===== src/rtl/seven_segment_pkg.sv =====
// Shared glyphs, digit type and wrap limit for the seven-segment counter.
// SEVEN_SEGMENT_HEX_EN selects a 0-F counter; otherwise the counter runs 0-9.
package seven_segment_pkg;

    typedef logic [3:0] digit_t;

    // Glyphs on bits g..a, active-high, common-cathode
    localparam logic [6:0] SEG_0 = 7'h3F;
    localparam logic [6:0] SEG_1 = 7'h06;
    localparam logic [6:0] SEG_2 = 7'h5B;
    localparam logic [6:0] SEG_3 = 7'h4F;
    localparam logic [6:0] SEG_4 = 7'h66;
    localparam logic [6:0] SEG_5 = 7'h6D;
    localparam logic [6:0] SEG_6 = 7'h7D;
    localparam logic [6:0] SEG_7 = 7'h07;
    localparam logic [6:0] SEG_8 = 7'h7F;
    localparam logic [6:0] SEG_9 = 7'h6F;
    localparam logic [6:0] SEG_A = 7'h77;
    localparam logic [6:0] SEG_B = 7'h7C;
    localparam logic [6:0] SEG_C = 7'h39;
    localparam logic [6:0] SEG_D = 7'h5E;
    localparam logic [6:0] SEG_E = 7'h79;
    localparam logic [6:0] SEG_F = 7'h71;
    localparam logic [6:0] SEG_BLANK = 7'h00;

`ifdef SEVEN_SEGMENT_HEX_EN
    localparam digit_t DIGIT_MAX = 4'hF;
`else
    localparam digit_t DIGIT_MAX = 4'd9;
`endif

endpackage


===== src/rtl/seven_segment_decoder.sv =====
// Combinational 4-bit digit to 7-segment glyph decode.
// SEVEN_SEGMENT_HEX_EN adds the A-F glyphs; otherwise codes 10-15 blank the digit.
module seven_segment_decoder
    import seven_segment_pkg::*;
(
    input  logic [3:0] digit,
    output logic [6:0] segments
);

    always_comb begin
        segments = SEG_BLANK;
        case (digit)
            4'h0: segments = SEG_0;
            4'h1: segments = SEG_1;
            4'h2: segments = SEG_2;
            4'h3: segments = SEG_3;
            4'h4: segments = SEG_4;
            4'h5: segments = SEG_5;
            4'h6: segments = SEG_6;
            4'h7: segments = SEG_7;
            4'h8: segments = SEG_8;
            4'h9: segments = SEG_9;
`ifdef SEVEN_SEGMENT_HEX_EN
            4'hA: segments = SEG_A;
            4'hB: segments = SEG_B;
            4'hC: segments = SEG_C;
            4'hD: segments = SEG_D;
            4'hE: segments = SEG_E;
            4'hF: segments = SEG_F;
`endif
            default: segments = SEG_BLANK;
        endcase
    end

endmodule


===== src/rtl/seven_segment_counter.sv =====
// Prescaled digit counter driving one seven-segment digit on the Caravel user pads.
// Define SEVEN_SEGMENT_HEX_EN for a 0-F counter; the default build counts 0-9.
module seven_segment_counter
    import seven_segment_pkg::*;
#(
    parameter int                   COMPARE_W       = 24,
    parameter logic [COMPARE_W-1:0] DEFAULT_COMPARE = COMPARE_W'(10_000_000)
) (
    input  logic                 clock,
    input  logic                 resetb,
    input  logic                 enable,
    input  logic                 cfg_we,
    input  logic [COMPARE_W-1:0] cfg_wdata,
    output logic [3:0]           digit,
    output logic [6:0]           segments,
    output logic [6:0]           segments_oeb
);

    localparam logic [COMPARE_W-1:0] ONE = COMPARE_W'(1);

    logic [COMPARE_W-1:0] presc_q, presc_d;
    logic [COMPARE_W-1:0] compare_q, compare_d;
    digit_t               digit_q, digit_d;
    logic                 tick;

    // A config write restarts the period and swallows any tick due in the same cycle
    always_comb begin
        presc_d   = presc_q;
        compare_d = compare_q;
        digit_d   = digit_q;
        tick      = 1'b0;
        if (cfg_we) begin
            compare_d = cfg_wdata;
            presc_d   = '0;
        end else if (enable && (compare_q != '0)) begin
            if (presc_q == (compare_q - ONE)) begin
                presc_d = '0;
                tick    = 1'b1;
            end else begin
                presc_d = presc_q + ONE;
            end
        end
        if (tick) begin
            digit_d = (digit_q == DIGIT_MAX) ? digit_t'(0) : digit_q + digit_t'(1);
        end
    end

    always_ff @(posedge clock or negedge resetb) begin
        if (!resetb) begin
            presc_q   <= '0;
            compare_q <= DEFAULT_COMPARE;
            digit_q   <= '0;
        end else begin
            presc_q   <= presc_d;
            compare_q <= compare_d;
            digit_q   <= digit_d;
        end
    end

    seven_segment_decoder u_decoder (
        .digit    (digit_q),
        .segments (segments)
    );

    assign digit        = digit_q;
    assign segments_oeb = '0;

endmodule


===== config.mk =====
export PLATFORM = sky130hd
export DESIGN_NAME = seven_segment_counter
export DESIGN_NICKNAME = d
export VERILOG_FILES = /design/src/rtl/seven_segment_pkg.sv /design/src/rtl/seven_segment_decoder.sv /design/src/rtl/seven_segment_counter.sv
export SDC_FILE = /design/constraint.sdc
export NUM_CORES = 1
export LEC_CHECK = 0
export ABC_AREA = 1
export BUFFER_PORTS_ARGS = -buffer_cell sky130_fd_sc_hd__buf_2
export CAP_MARGIN = 30
export CORE_ASPECT_RATIO = 1.1
export CORE_UTILIZATION = 64
export CTS_CLUSTER_SIZE = 25
export DETAILED_ROUTE_END_ITERATION = 12
export PLACE_DENSITY = 0.95
export SYNTH_ARGS = -nofsm -noshare
export SYNTH_HDL_FRONTEND = slang
export SYNTH_HIERARCHICAL = 1
export SYNTH_SLANG_ARGS = --single-unit

===== constraint.sdc =====
create_clock -name clock -period 3.33 [get_ports clock]
set_clock_uncertainty 0.15 [all_clocks]
set_input_delay 0.4995 -clock clock [delete_from_list [all_inputs] [get_ports clock]]
set_output_delay 0.4995 -clock clock [all_outputs]
set_load 0.1 [all_outputs]

==> results of run 1 <==
[cell type report]
class / count / area share [%]
Inverter: 87 / 7.31
Clock buffer: 7 / 1.71
Timing Repair Buffer: 41 / 4.76
Sequential cell: 52 / 29.4
Tap cell: 80 / 2.24
Clock inverter: 1 / 0.112
Multi-Input combinational cell: 488 / 54.5
[synthesized netlist by cell type]
master    instances  area (um^2)
a211oi_1          1         7.51
a21oi_1           4         20.0
a31oi_1           1         6.26
buf_1             1         3.75
buf_2             2         10.0
buf_4             7         52.6
buf_6             4         45.0
clkbuf_1          6         22.5
conb_1            1         3.75
dfrtp_1          44         1100
dfstp_2           8          210
ha_1              8          100
inv_1            82          308
inv_2             5         18.8
nand2_1         211          792
nand2_2           5         31.3
nand2_4           1         11.3
nand3_1          41          205
nand3_2           8         80.1
nand3b_1          5         37.5
nand4_1          26          163
nor2_1           67          251
nor2_2           12         75.1
nor2_4            6         67.6
nor3_1            7         35.0
nor3_2            1         10.0
nor3b_1           1         7.51
nor4_1            1         6.26
o21ai_0          26          130
o21ai_1          15         75.1
o21bai_1          1         7.51
xnor2_1          12          105
xor2_1           21          184
[power by group through the flow]
stage          logic (uW)  clock network, uW  registers (uW)
2_1_floorplan         236                  0             706
3_5_place_dp          303                  0             717
5_1_grt               347                388             709
4_1_cts               304                360             705
3_3_place_gp          291                  0             716
6_report              307                357             706
[sequential cells by signal, summed over array words and instances (netlist names)]
name and cells:
compare_q 24, digit 4, presc_q 24
[layer usage]
layer  up-vias  share of wire, %  track usage, %
li1       2066                 -               -
met1      1911                39            39.2
met2       191                50            59.1
met3        49               5.7            4.11
met4         0               4.9            18.7
met5         -                 0               0
[through the flow]
| stage | instance area, um^2 | setup WS (ns) |
|---|---|---|
| finish | 4470 | 0.674 |
| global route | 4470 | 0.392 |
| CTS | 4470 | 0.701 |
| detailed placement | 4390 | 0.721 |
| global placement | 4390 | 0.880 |
| floorplan | 4210 | 0.230 |
[cell families after synthesis]
group / Yosys count
buffers and inverters: 107
other: 1
adders and majority gates: 8
AOI/OAI and AO/OA: 48
xor gates and xnor gates: 33
DFF: 52
and+or+nand+nor: 392
[critical path: cells and delay by family, from the launching register on]
kind / cells / cell delay (ns)
xor+xnor: 1 / 0.26
simple gates: 8 / 1.11
compound gates: 1 / 0.09
flops: 1 / 0.40
fa+ha+maj: 1 / 0.27
buf+inv: 3 / 0.25
[path summary, 6_finish.rpt]
| path | startpoint | end | slack (ns) | cells past startpoint |
|---|---|---|---|---|
| setup / recovery | compare_q[0] | presc_q[2] | 0.67 | 14 |
| hold / removal | resetb | compare_q[3] | 0.11 | 1 |
| setup reg to reg | compare_q[0] | presc_q[2] | 0.67 | 14 |
| hold reg to reg | compare_q[15] | compare_q[15] | 0.35 | 2 |
| max in group asynchronous | resetb | compare_q[15] | 2.13 | 2 |
| min in group clock | cfg_wdata[15] | compare_q[15] | 0.24 | 3 |
==> impl_results.md, run 1 <==
- Period utilization: 79.7%
- Final setup violation count: 0
- Largest net degree at the start of global routing: 46
- Yosys warnings: 6
- Mux cell area share after synthesis: 0%
- Vias after detailed routing: 4,217
- Htree depth: 2
- CP endpoint kind: flip-flop
- Syn Std Cell Area: 0.00418 mm^2
- Initial Util: 67.1%
- Antenna cells: 0
- FF+latch area: 0.00131 mm^2
- Worst-path clk slew: 0.09 ns
- Worst setup SP type: flip-flop
- Slowest cell on the critical path: dfrtp_1
- Xor/xnor share of the synthesized area: 6.91%
- FILL cells: 533
- Complex-gate fraction of the synthesized area: 5.89%
- Sequential area share after synthesis: 31.3%
- Synth Area in Adders: 2.39%
- Final hold viol count: 0
- Cell variety after synth: 33
- Critical path, cell by cell: inv_1, ha_1, nand2_2, nor2_4, xor2_1, nand2_1, inv_1, nand2_1, inv_1, nand2_1, nor2_2, nand2_4, nand3_1, o21ai_0
- First-pass GRT wire length: 17.8 mm
- Post-route ant nets: 0
- Util after Layout: 71.7%
- Mapped Cells: 641
- Gp weighted congestion: 1.01
- Die width: 79.1 um
- Crit Path Category: flip-flop to flip-flop
- Setup TNS: 0 ns
- Hpwl dp: 8.21 mm
- Synthesized area per cell: 6.53 um^2
- Setup Fix Bufs, Post-CTS: 0
- Slew headroom: 48.6%
- WHS: 0.109 ns
- Top-Level Pins: 46
- Avg WL per Cell: 13.8 um
- Post-Synth Simple-Gate Area: 42.4%
- Internal: 908 uW
- Fin nets: 711
- Final Max Tran Viols: 0
- Placed Cells: 748
- Flop pwr share: 51.5%
- Die H: 86.8 um
- Critical Path AT: 2.68 ns
- Die footprint: 0.00687 mm^2
- # hold bufs at CTS: 0
- Status: finished, final reports clean
- All-Layer GR Usage: 33.5%
- Multi-input logic area: 0.00243 mm^2
- Total Wirelength: 10.5 mm
- Min-delay worst type: primary input to async pin
- Most frequent cells in the layout: 211 x nand2_1, 82 x inv_1, 67 x nor2_1
- P_leak: 0.00224 uW
- RSZ-0062 raised after global routing: false
- Router iterations before antenna repair: 5
- I/O Buffers: 38
- Worst Max-Slew Pin Slew: 0.771 ns
- Total CTS buffers: 5
- CTS tree: yes
- CTS sink count: 52
- Num rows: 30
- F_max: 377 MHz
- Power consumption: 1370 uW
- 1st-iter DRT viols: 281
- CP Max Fanout: 24
- Residual DRC count: 0
- Root Driver: clkbuf_8
- Critical Path RT: 3.36 ns
- Psw: 462 uW
- Main combinational cell family by area after synthesis: simple AND/OR/NAND/NOR gates
- Vias in the first global route: 4,090
- Area grow syn2layout: 6.76%
- Max_cap viols: 0
- Switching Share: 33.7%
- Clk_lat worst skew: 0.31 ns
- Via density: 5.58
- Grt ovf: 0
- Commonest non-fill, non-tap cell in the layout: nand2_1
- Total core area: 0.00623 mm^2
- Share of cells above drive strength 1: 13.8%
- Tmin final: 2.66 ns
- Initial antenna violation count: 0
- CTS Buffer Depth: 2
- Resized cells post-CTS: 0
- Max IR drop VDD: 244 uV
- CP max stage delay: 0.40 ns
- Power density cells: 307 mW/mm^2
- #FFs+latches synth: 52
- Comb power frac: 22.4%
- Cell Count, Final, Fillers Out: 756
- Clk network pwr share: 26.1%
No activity file was read; power rests on OpenSTA's default activity.
==> inputs of run 2 (changes only) <==
Settings changed: CORE_UTILIZATION 64 to 54, PLACE_DENSITY 0.95 to 0.86.
Clock period 3.33 ns to 2.3 ns, I/O delays scaled along.
==> run 2 against run 1 <==
Against the previous run:
- the run now ends with negative setup slack left
- via count rose by 7.8%
- register-to-register slack got worse by 0.77 ns
- largest cell class unchanged
- first-iteration DRC count grew 48%
- combinational power increased by 80%
- core utilization is 4.3 points lower
==> impl_results.md, run 2 (synthesis results as in run 1) <==
- Status: finished, violations left
- Failing checks: negative setup slack
- FF+latch area: 0.00132 mm^2 (+0.48%)
- CTS tree: yes
- Total core area: 0.00747 mm^2 (+20%)
- Hpwl dp: 8.32 mm (+1.3%)
- Tmin final: 2.39 ns (-0.261 ns)
- Share of cells above drive strength 1: 23.8% (+10 points)
- WHS: 0.0736 ns (-0.0353 ns)
- First-pass GRT wire length: 20.0 mm (+12%)
- Worst setup SP type: flip-flop
- Crit Path Category: flip-flop to flip-flop
- Avg WL per Cell: 14.6 um (+5.6%)
- Post-route ant nets: 0 (unchanged)
- Cell Area, Placed: 0.00461 mm^2 (+5.2%)
- Fin nets: 750 (+5.5%)
- Top-Level Pins: 46 (unchanged)
- Psw: 730 uW (+58%)
- I/O Buffers: 38 (unchanged)
- Clk network pwr share: 25.1% (-1.0 points)
- Setup ws final: -0.0948 ns (-0.769 ns)
- Total Wirelength: 12.0 mm (+15%)
- Die width: 85.9 um (+8.6%)
- Final Max Tran Viols: 0 (unchanged)
- CP max stage delay: 0.42 ns (+0.02 ns)
- CTS sink count: 52 (unchanged)
- Final setup violation count: 27 (+27)
- Total CTS buffers: 5 (unchanged)
- Critical Path RT: 2.36 ns (-1.00 ns)
- Finished Cell Area: 0.00504 mm^2 (+13%)
- Power density cells: 418 mW/mm^2 (+36%)
- F_max: 418 MHz (+11%)
- Most frequent cells in the layout: 198 x nand2_1, 78 x inv_1, 61 x nor2_1
- Die footprint: 0.00810 mm^2 (+18%)
- Multi-input logic area: 0.00264 mm^2 (+8.6%)
- Num rows: 33 (+10%)
- Area grow syn2layout: 20.4%
- Period utilization: 104% (+24 points)
- Internal: 1380 uW (+52%)
- Max IR drop VDD: 365 uV (+50%)
- Initial Util: 56.0% (-11 points)
- Reg2reg setup slack: -0.09 ns (-0.77 ns)
- Root Driver: clkbuf_8
- Min-delay worst type: primary input to flip-flop
- 1st-iter DRT viols: 415 (+48%)
- Slowest cell on the critical path: dfrtp_1
- Switching Share: 34.7% (+0.96 points)
- Via density: 5.55 (-0.57%)
- All-Layer GR Usage: 31.2% (-2.2 points)
- FILL cells: 613 (+15%)
- RSZ-0062 raised after global routing: true
- Critical Path AT: 2.45 ns (-0.23 ns)
- Antenna cells: 0 (unchanged)
- CP Max Fanout: 6 (-75%)
- Largest net degree at the start of global routing: 53 (+15%)
- Initial antenna violation count: 0 (unchanged)
- Die H: 94.3 um (+8.7%)
- Commonest non-fill, non-tap cell in the layout: nand2_1
- Most frequent CP cell: nand2_1
- Flop pwr share: 48.6% (-2.9 points)
- Vias after detailed routing: 4,548 (+7.8%)
- Grt ovf: 0 (unchanged)
- Residual DRC count: 0 (unchanged)
- Vias in the first global route: 4,607 (+13%)
- Htree depth: 2 (unchanged)
- CTS Buffer Depth: 2 (unchanged)
- Comb power frac: 26.3% (+3.9 points)
- Worst-path clk slew: 0.10 ns (about the same)
- Setup TNS: -1.68 ns (-1.68 ns)
- Router iterations before antenna repair: 6 (+1)
- Final hold viol count: 0 (unchanged)
- Clk_lat worst skew: 0.32 ns (about the same)
- P_leak: 0.00246 uW (+10%)
- Gp weighted congestion: 0.910 (-9.6%)
- Critical path, cell by cell: inv_2, ha_4, buf_6, buf_4, nand3_1, nand2_1, nand2_1, nand2_1, nand2_1, inv_1, nand2_1, nor2_1, nand2_1, nor2_4, buf_12, nand2_2, nand2_1, o21ai_1
- CP endpoint kind: flip-flop
- Max_cap viols: 0 (unchanged)
[run 2: changes by cell type in the layout (fill, tap and decap cells not counted), sizes merged]
cell / previous run / this run
buf: 41 / 75
nand2: 217 / 220
dlygate4sd3: 0 / 1
nor2: 85 / 86
[run 2: final timing paths]
kind | start | end | cells past startpoint
max in group asynchronous | resetb | compare_q[10] | 3
min in group asynchronous | resetb | digit[0] | 3
worst min-delay path | cfg_wdata[19] | compare_q[19] | 3
worst max-delay path | compare_q[1] | presc_q[22] | 18
worst max register to register | compare_q[1] | presc_q[22] | 18
worst min register to register | compare_q[23] | compare_q[23] | 2
[run 2: power groups by stage]
stage	clock [uW]	sequential [uW]	combinational (uW)
4_1_cts	531	1020	518
3_5_place_dp	0	1040	478
3_3_place_gp	0	1040	458
5_1_grt	564	1030	615
2_1_floorplan	0	1020	342
6_report	528	1020	554
[run 2: through the flow]
| stage | total power [uW] | instances | worst slack (ns) | util [%] |
|---|---|---|---|---|
| floorplan | 1360 | 647 | 0.00340 | - |
| global placement | 1490 | 795 | -0.0232 | 61.7 |
| detailed placement | 1510 | 795 | -0.139 | 61.7 |
| CTS | 2070 | 816 | 0.000467 | 65.7 |
| global route | 2210 | 820 | -0.216 | 67.4 |
| finish | 2110 | 820 | -0.0948 | 67.4 |
[run 2: final cells by class]
cell class | count | area share [%]
clock buffers | 7 | 1.51
clock inverters | 1 | 0.0993
inverters | 87 | 6.48
multi-input cells | 492 | 52.5
flip-flops and latches | 52 | 26.1
well taps | 105 | 2.61
repair buffers | 76 | 10.7
[run 2: metal layers]
layer / track usage (%) / part of all wire, % / vias up / routed length, um
met2: 58.1 / 52 / 241 / 6190
met4: 15.1 / 3.2 / 0 / 380
met1: 34.2 / 38 / 2119 / 4550
met3: 5.27 / 7.2 / 46 / 862
li1: - / - / 2142 / -
met5: 0 / 0 / - / 0
[run 2: what timing repair did]
item | CTS | global route
pin swaps | 7 | 14
hold buffers | 1 | 0
setup buffers | 8 | 3
endpoints found under the setup margin | 31 | 34
cloned | 4 | 1
resized for setup | 26 | 32
endpoints found under the hold margin | 44 | 0
[run 2: worst max-delay path: cells and delay by family, from the launching register on]
family	cells	cell delay [ns]
compound gates	1	0.06
fa+ha+maj	1	0.15
buf+inv	5	0.51
flops	1	0.42
simple gates	11	1.00
